`src/rtl/shift_pkg.sv`:
```
// Shared constants for the shift sequencer: op-codes, FSM encoding, default width.
package shift_pkg;

    localparam int WIDTH_DEF = 8;

    localparam logic [2:0] OP_HOLD = 3'd0;
    localparam logic [2:0] OP_SLL  = 3'd1;
    localparam logic [2:0] OP_SRL  = 3'd2;
    localparam logic [2:0] OP_SLA  = 3'd3;
    localparam logic [2:0] OP_SRA  = 3'd4;
    localparam logic [2:0] OP_ROL  = 3'd5;
    localparam logic [2:0] OP_ROR  = 3'd6;

    localparam logic [1:0] ST_IDLE  = 2'd0;
    localparam logic [1:0] ST_SHIFT = 2'd1;
    localparam logic [1:0] ST_DONE  = 2'd2;

endpackage

```
`src/rtl/shift_step.sv`:
```
// One 1-bit shift/rotate step; HOLD and the reserved code pass data through.
module shift_step
    import shift_pkg::*;
#(
    parameter int WIDTH = WIDTH_DEF
) (
    input  logic [2:0]       op,
    input  logic [WIDTH-1:0] din,
    output logic [WIDTH-1:0] dout
);

    always_comb begin
        dout = din;
        case (op)
            OP_SLL:  dout = {din[WIDTH-2:0], 1'b0};
            OP_SRL:  dout = {1'b0, din[WIDTH-1:1]};
            // Arithmetic left keeps the sign bit and drops bit WIDTH-2.
            OP_SLA:  dout = {din[WIDTH-1], din[WIDTH-3:0], 1'b0};
            OP_SRA:  dout = {din[WIDTH-1], din[WIDTH-1:1]};
            OP_ROL:  dout = {din[WIDTH-2:0], din[WIDTH-1]};
            OP_ROR:  dout = {din[0], din[WIDTH-1:1]};
            default: dout = din;
        endcase
    end

endmodule

```
`src/rtl/shift_sequencer.sv`:
```
// Command-driven sequencer applying one shift step per cycle, amt times.
//   state | meaning
//   IDLE  | waiting for a command, cmd_ready high
//   SHIFT | stepping shreg once per cycle until cnt reaches 1
//   DONE  | result presented, waiting for res_ready
module shift_sequencer
    import shift_pkg::*;
#(
    parameter int WIDTH = WIDTH_DEF,
    parameter int AMT_W = $clog2(WIDTH)
) (
    input  logic             clk,
    input  logic             rst,
    input  logic             cmd_valid,
    output logic             cmd_ready,
    input  logic [2:0]       cmd_op,
    input  logic [AMT_W-1:0] cmd_amt,
    input  logic [WIDTH-1:0] cmd_data,
    output logic             res_valid,
    input  logic             res_ready,
    output logic [WIDTH-1:0] res_data,
    output logic             busy
);

    logic [1:0]       state;
    logic [WIDTH-1:0] shreg;
    logic [WIDTH-1:0] shreg_nxt;
    logic [AMT_W-1:0] cnt;
    logic [2:0]       op_r;

    shift_step #(.WIDTH(WIDTH)) u_step (
        .op   (op_r),
        .din  (shreg),
        .dout (shreg_nxt)
    );

    always_ff @(posedge clk) begin
        if (!rst) begin
            state <= ST_IDLE;
            shreg <= '0;
            cnt   <= '0;
            op_r  <= '0;
        end else begin
            case (state)
                ST_IDLE: begin
                    if (cmd_valid) begin
                        shreg <= cmd_data;
                        op_r  <= cmd_op;
                        cnt   <= cmd_amt;
                        state <= (cmd_amt == '0) ? ST_DONE : ST_SHIFT;
                    end
                end
                ST_SHIFT: begin
                    shreg <= shreg_nxt;
                    cnt   <= cnt - AMT_W'(1);
                    if (cnt == AMT_W'(1)) begin
                        state <= ST_DONE;
                    end
                end
                ST_DONE: begin
                    if (res_ready) begin
                        state <= ST_IDLE;
                    end
                end
                default: state <= ST_IDLE;
            endcase
        end
    end

    // Ready is gated by rst so nothing is accepted while reset is held.
    assign cmd_ready = rst && (state == ST_IDLE);
    assign res_valid = (state == ST_DONE);
    assign res_data  = res_valid ? shreg : '0;
    assign busy      = (state == ST_SHIFT) || (state == ST_DONE);

endmodule

```
`config.mk`:
```
export PLATFORM = sky130hd
export DESIGN_NAME = shift_sequencer
export DESIGN_NICKNAME = d
export VERILOG_FILES = /design/src/rtl/shift_pkg.sv /design/src/rtl/shift_step.sv /design/src/rtl/shift_sequencer.sv
export SDC_FILE = /design/constraint.sdc
export NUM_CORES = 1
export LEC_CHECK = 0
export CAP_MARGIN = 25
export CORE_MARGIN = 2
export CORE_UTILIZATION = 40
export DETAILED_ROUTE_END_ITERATION = 10
export PLACE_DENSITY_LB_ADDON = 0.3
export SYNTH_ARGS = -nofsm -noshare
export SYNTH_HDL_FRONTEND = slang
export SYNTH_HIERARCHICAL = 1
export SYNTH_SLANG_ARGS = --single-unit
```
`constraint.sdc`:
```
create_clock -name clk -period 4.35 [get_ports clk]
set_clock_uncertainty 0.2 [all_clocks]
set_input_delay 0.6525 -clock clk [delete_from_list [all_inputs] [get_ports clk]]
set_output_delay 0.6525 -clock clk [all_outputs]
set_load 0.01 [all_outputs]
```
Yosys cells after proc, flatten, opt, wreduce, memory -nomap -nowiden. Index checks and enable logic that the tools add are counted. Widths: inputs -> output; s select.

Register bits: 16. Bits in latches: 0. Memory bits (writable): 0. ROM bits: 0. Input bits: 18. Output and inout port bits: 11. Word-level logic and storage cells: 43. Memories kept: 0.

Add/sub/neg operators: 1. Multiply operators: 0. Div/mod/pow operators: 0. $lt $le $gt $ge: 0. Equality and inequality tests: 16. Shift operators: 0. Multiplexer cells: 11. Bitwise logic cells: 0. Reduce and logical (&&, ||, !) cells: 10.

Operators with widths (count): $pmux 8 s6 (1); $mux 8 (2); $pmux 8 s2 (1); $eq 3x3->1 const B (3); $mux 2 (4); $ne 2x2->1 const B (4); $ne 7x1->1 const B (1); $eq 3x1->1 const B (2); $eq 3x2->1 const B (2); $pmux 2 s3 (1); $pmux 3 s2 (1); $reduce_and 3->1 (2); $ne 5x1->1 const B (1); $reduce_and 5->1 (1); $reduce_and 2->1 (2); $logic_not 3->1 (1); $mux 3 (1); $sub 3x1->3 const B (1); $eq 2x1->1 const B (1); $eq 2x2->1 const B (1); $logic_not 2->1 (1); $ne 2x1->1 const B (1); $reduce_bool 2->1 (1); $logic_and 1x1->1 (1); $logic_or 1x1->1 (1).

Longest topological paths before layout.
Word-level depth: 4. Depth in mapped cells: 7. Gate-level depth less buffers: 5.

By module. The synthesis kept the hierarchy.

By module, submodules not included: shift_sequencer (instances 1, cells an instance 98, area an instance 903.4 um^2, sequential area each 320.3 um^2); shift_step (instances 1, cells an instance 59, area an instance 401.6 um^2, sequential area each 0.0 um^2).

Worst setup path before layout. Ideal clock, no wire load.

Kind: register -> output. Start: reg state[0]. End: out res_data[0]. Arrival: 0.878 ns. Data required time: 3.497 ns. Slack: 2.620 ns. Stages on the path, launching flop included: 4. Buffers on the path: 0. Cell sequence: dfxtp_1 > inv_1 > ha_1 > and2_1.

Longest elaborated chain between the ends: 2.

RTL lines: start, declared (RTL line shift_sequencer.sv:25) `logic [1:0] state;`; start signal, assigned (RTL line shift_sequencer.sv:50) `state <= (cmd_amt == '0) ? ST_DONE : ST_SHIFT;`; $eq 2x2->1 (RTL line shift_sequencer.sv:72) `assign res_valid = (state == ST_DONE);`; net res_valid (RTL line shift_sequencer.sv:19) `output logic res_valid,`; $mux 8 (RTL line shift_sequencer.sv:73) `assign res_data = res_valid ? shreg : '0;`; end, declared (RTL line shift_sequencer.sv:21) `output logic [WIDTH-1:0] res_data,`.

The timed path passes the listed nets, and every way through them passes these cells.

Worst setup path after layout.
Start: in rst. End: out cmd_ready.

Longest elaborated chain between the ends: 1.

RTL lines: start, declared (RTL line shift_sequencer.sv:13) `input logic rst,`; $logic_and 1x1->1 (RTL line shift_sequencer.sv:71) `assign cmd_ready = rst && (state == ST_IDLE);`; end, declared (RTL line shift_sequencer.sv:15) `output logic cmd_ready,`.

No other way between the ends.

==> implementation parameters <==
Parameter                              Value

Routing
  DR WL/cell ... 13.72 um
  DRC ... 0
  Detailed-route vias per instance ... 5.419
  Iteration-0 DRC count of the detailed router ... 32
  Vias after detailed routing ... 1203
  Wire length after detailed routing ... between 3000 and 4000 um
  Number of nets still failing antenna checks after routing ... 0
  First-pass DRT Iterations ... 4

Critical path
  Nature of the critical path startpoint ... input pin
  Path depth of the worst reg2reg path ... 5
  Capture point of the critical path ... cmd_ready
  Worst setup path start ... rst
  Crit Path Class ... in2out
  FF-to-FF End ... cnt[2]
  Required arrival time at the worst endpoint ... 3.50 ns
  Arrival time of data at the critical path endpoint ... 1.95 ns
  Critical path capture point type ... primary output
  Biggest fanout along the worst timing path ... 7
  FF-to-FF Start ... state[1]
  Setup slack of the most critical reg-to-reg path ... around 2.1 ns

Min path
  Path type of the worst min-delay path ... reg2reg
  Hold path depth ... 2

Outcome
  Run status ... finished, final reports clean

GRT
  Global route total overflow ... 0
  Antenna violations before repair ... 0
  Vias in the first global route ... 1130
  Total global-route track usage ... 17.63%
  Global-route wire length before repair ... 4940 um
  Pin count of the biggest net entering global routing ... 27

Timing
  Final setup vio count ... 0
  Number of failing hold endpoints at the final stage ... 0
  Pins Over Slew Limit ... 0
  Maximum operating frequency ... roughly 0.36 GHz
  Tightest slew margin relative to the limit ... 46.98%
  Worst Max-Slew Pin Slew ... 0.7953 ns
  Fraction of the cycle the final worst path needs ... 64.35%
  Unrepaired setup endpoints after global routing ... false
  Aggregate negative setup slack ... 0 ns
  Time the worst path needs with I/O delays and setup ... 2.799 ns

Yosys
  Top cells by area, synth ... dfxtp_1 (25%), mux2i_1 (6.9%), buf_6 (6.0%)
  Number of instances in the synthesized netlist ... roughly 160
  Netlist area before placement ... approximately 0.0013 mm2
  Fraction of registers with async set or reset after synthesis ... 0%
  Sequential fraction of the synthesis area ... 24.54%
  Dominant cell type by area after synthesis ... dfxtp_1
  Mean Syn Cell Area ... 8.312 um2
  Syn_nets ... 180
  Main flop type after synthesis ... dfxtp_1
  Distinct cell type count after synthesis ... 39
  Area fraction of the dominant cell type after synthesis ... 24.54%
  Synth warn ... 6
  #FFs+latches synth ... 16
  Number of synthesized flops with an enable pin ... 0

Die
  Overall die area ... 0.003736 mm2
  Top-level port count ... 29
  Die extent in x ... 61.12 um
  Starting Density ... 42.40%
  Number of rows in the core area ... 20
  Vert. Die Dim ... 61.12 um
  Core Box Area ... 0.003078 mm2

Clock tree
  Clk sink count ... 16
  Cells resized by post-CTS repair ... 0
  Clock latency reported for the late side of the worst-skew pair ... 0.30 ns
  Root Buffer Master ... clkbuf_4
  H-tree level count ... 1
  CTS tree ... done
  Clock transition at the registers of the reported paths ... 0.10 ns
  Clock buffers created by TritonCTS ... 3
  Number of buffers inserted by post-CTS setup repair ... 0
  Post-CTS Hold Fix Bufs ... 0
  Deepest clock path buffer count ... 2

Cells and area
  Antenna cell count ... 0
  Area Overhead vs Synth ... 20.81%
  Final Util ... 51.22%
  Layout net count ... 202
  Ratio of cells with drive above 1 in the final layout ... 7.865%

Placement
  Detailed Place HPWL ... 2111 um
  RD Place Congestion ... 0.7905
  PortBufs ... 28

Pwr
  IR Drop Worst-Case VDD ... 0.5113 mV
  Leak Pwr ... 0.5790 nW
  Pwr Density ... 587.6 mW/mm2

Flow run
  Maximum capacitance violations ... 0
cells in the mapped netlist (3+ instances only):
library cell	instances
a211oi_1	9
a211oi_2	5
a21oi_1	10
a22o_1	5
and2_1	10
buf_6	7
dfxtp_1	16
ha_1	5
inv_1	9
mux2i_1	9
nand2_1	8
nand2b_1	3
nand3_1	5
nor2_1	16
nor2b_1	3
o22ai_1	5
or2b_1	4
cell usage in the layout, fill, tap and decap left out, drive strengths merged, types with 2 or more instances in the layout:
cell,instances
nand3,5
ha,5
clkbuf,4
nand3b,2
nand2b,4
o21ai,4
dfxtp,16
o22ai,5
nor2b,3
a221oi,2
a22o,5
a21oi,10
mux2i,9
nand2,8
inv,9
and2,10
a211oi,14
nor2,16
or2b,4
o31ai,2
o21a,2
clkdlybuf4s50,28
state kept, by name (all words and copies together) (netlist names):
signal  flops
cnt         3
op_r        3
state       2
shreg       8
routing by layer:
| metal | GRT usage [%] | routed length, um |
|---|---|---|
| met5 | 0 | 0 |
| met4 | 4.037 | 19 |
| met3 | 5.042 | 147 |
| met2 | 31.00 | 1446 |
| met1 | 21.20 | 1433 |
through the flow:
stage / cell area [um2] / instances / setup slack, ns / power (mW) / hold slack (ns)
final: 1577 / 222 / 1.551 / 0.9263 / 0.3003
after global routing: 1577 / 222 / 1.487 / 1.002 / 0.3456
after CTS: 1577 / 222 / 1.549 / 0.9299 / 0.3049
after detailed placement: 1540 / 218 / 1.560 / 0.8229 / 0.2884
after global placement: 1540 / 218 / 1.570 / 0.7999 / 0.2772
after floorplan: 1305 / 157 / 2.620 / 0.7193 / 0.2491
report_power, final:
group	internal, mW	switching [mW]
Combinational	0.272	0.276
Sequential	0.199	0.0739
Clock	0.0510	0.0552
Total	0.522	0.405
final cells by class:
cell class | count | area, um2
fillers | 316 | 1501
inverters | 9 | 33.78
repair buffers | 28 | 280.3
flip-flops and latches | 16 | 320.3
well taps | 44 | 55.05
clock buffers | 4 | 36.28
multi-input cells | 121 | 850.8
worst max-delay path: stages:
cell and delay, ns:
clkdlybuf4s50_1 0.57, and2_1 0.18, clkdlybuf4s50_1 0.54
worst min-delay path by stage:
| stage | startpoint | endpoint | slack (ns) |
|---|---|---|---|
| 4_1_cts | state[0] | state[0] | 0.30 |
| 3_5_place_dp | state[0] | state[0] | 0.29 |
| 6_report | state[0] | state[0] | 0.30 |
| 3_3_place_gp | state[0] | state[0] | 0.28 |
| 2_1_floorplan | op_r[2] | op_r[2] | 0.25 |
| 5_1_grt | state[0] | state[0] | 0.35 |
cells by family after synthesis:
kind of cell	after synthesis	share of synthesized area [%]
AOI/OAI and AO/OA	50	29.91
and+or+nand+nor	56	22.44
DFF	16	24.54
muxes	10	8.054
buffers and inverters	20	10.26
adders and majority gates	5	4.794
(Power assumes the default switching activity.)
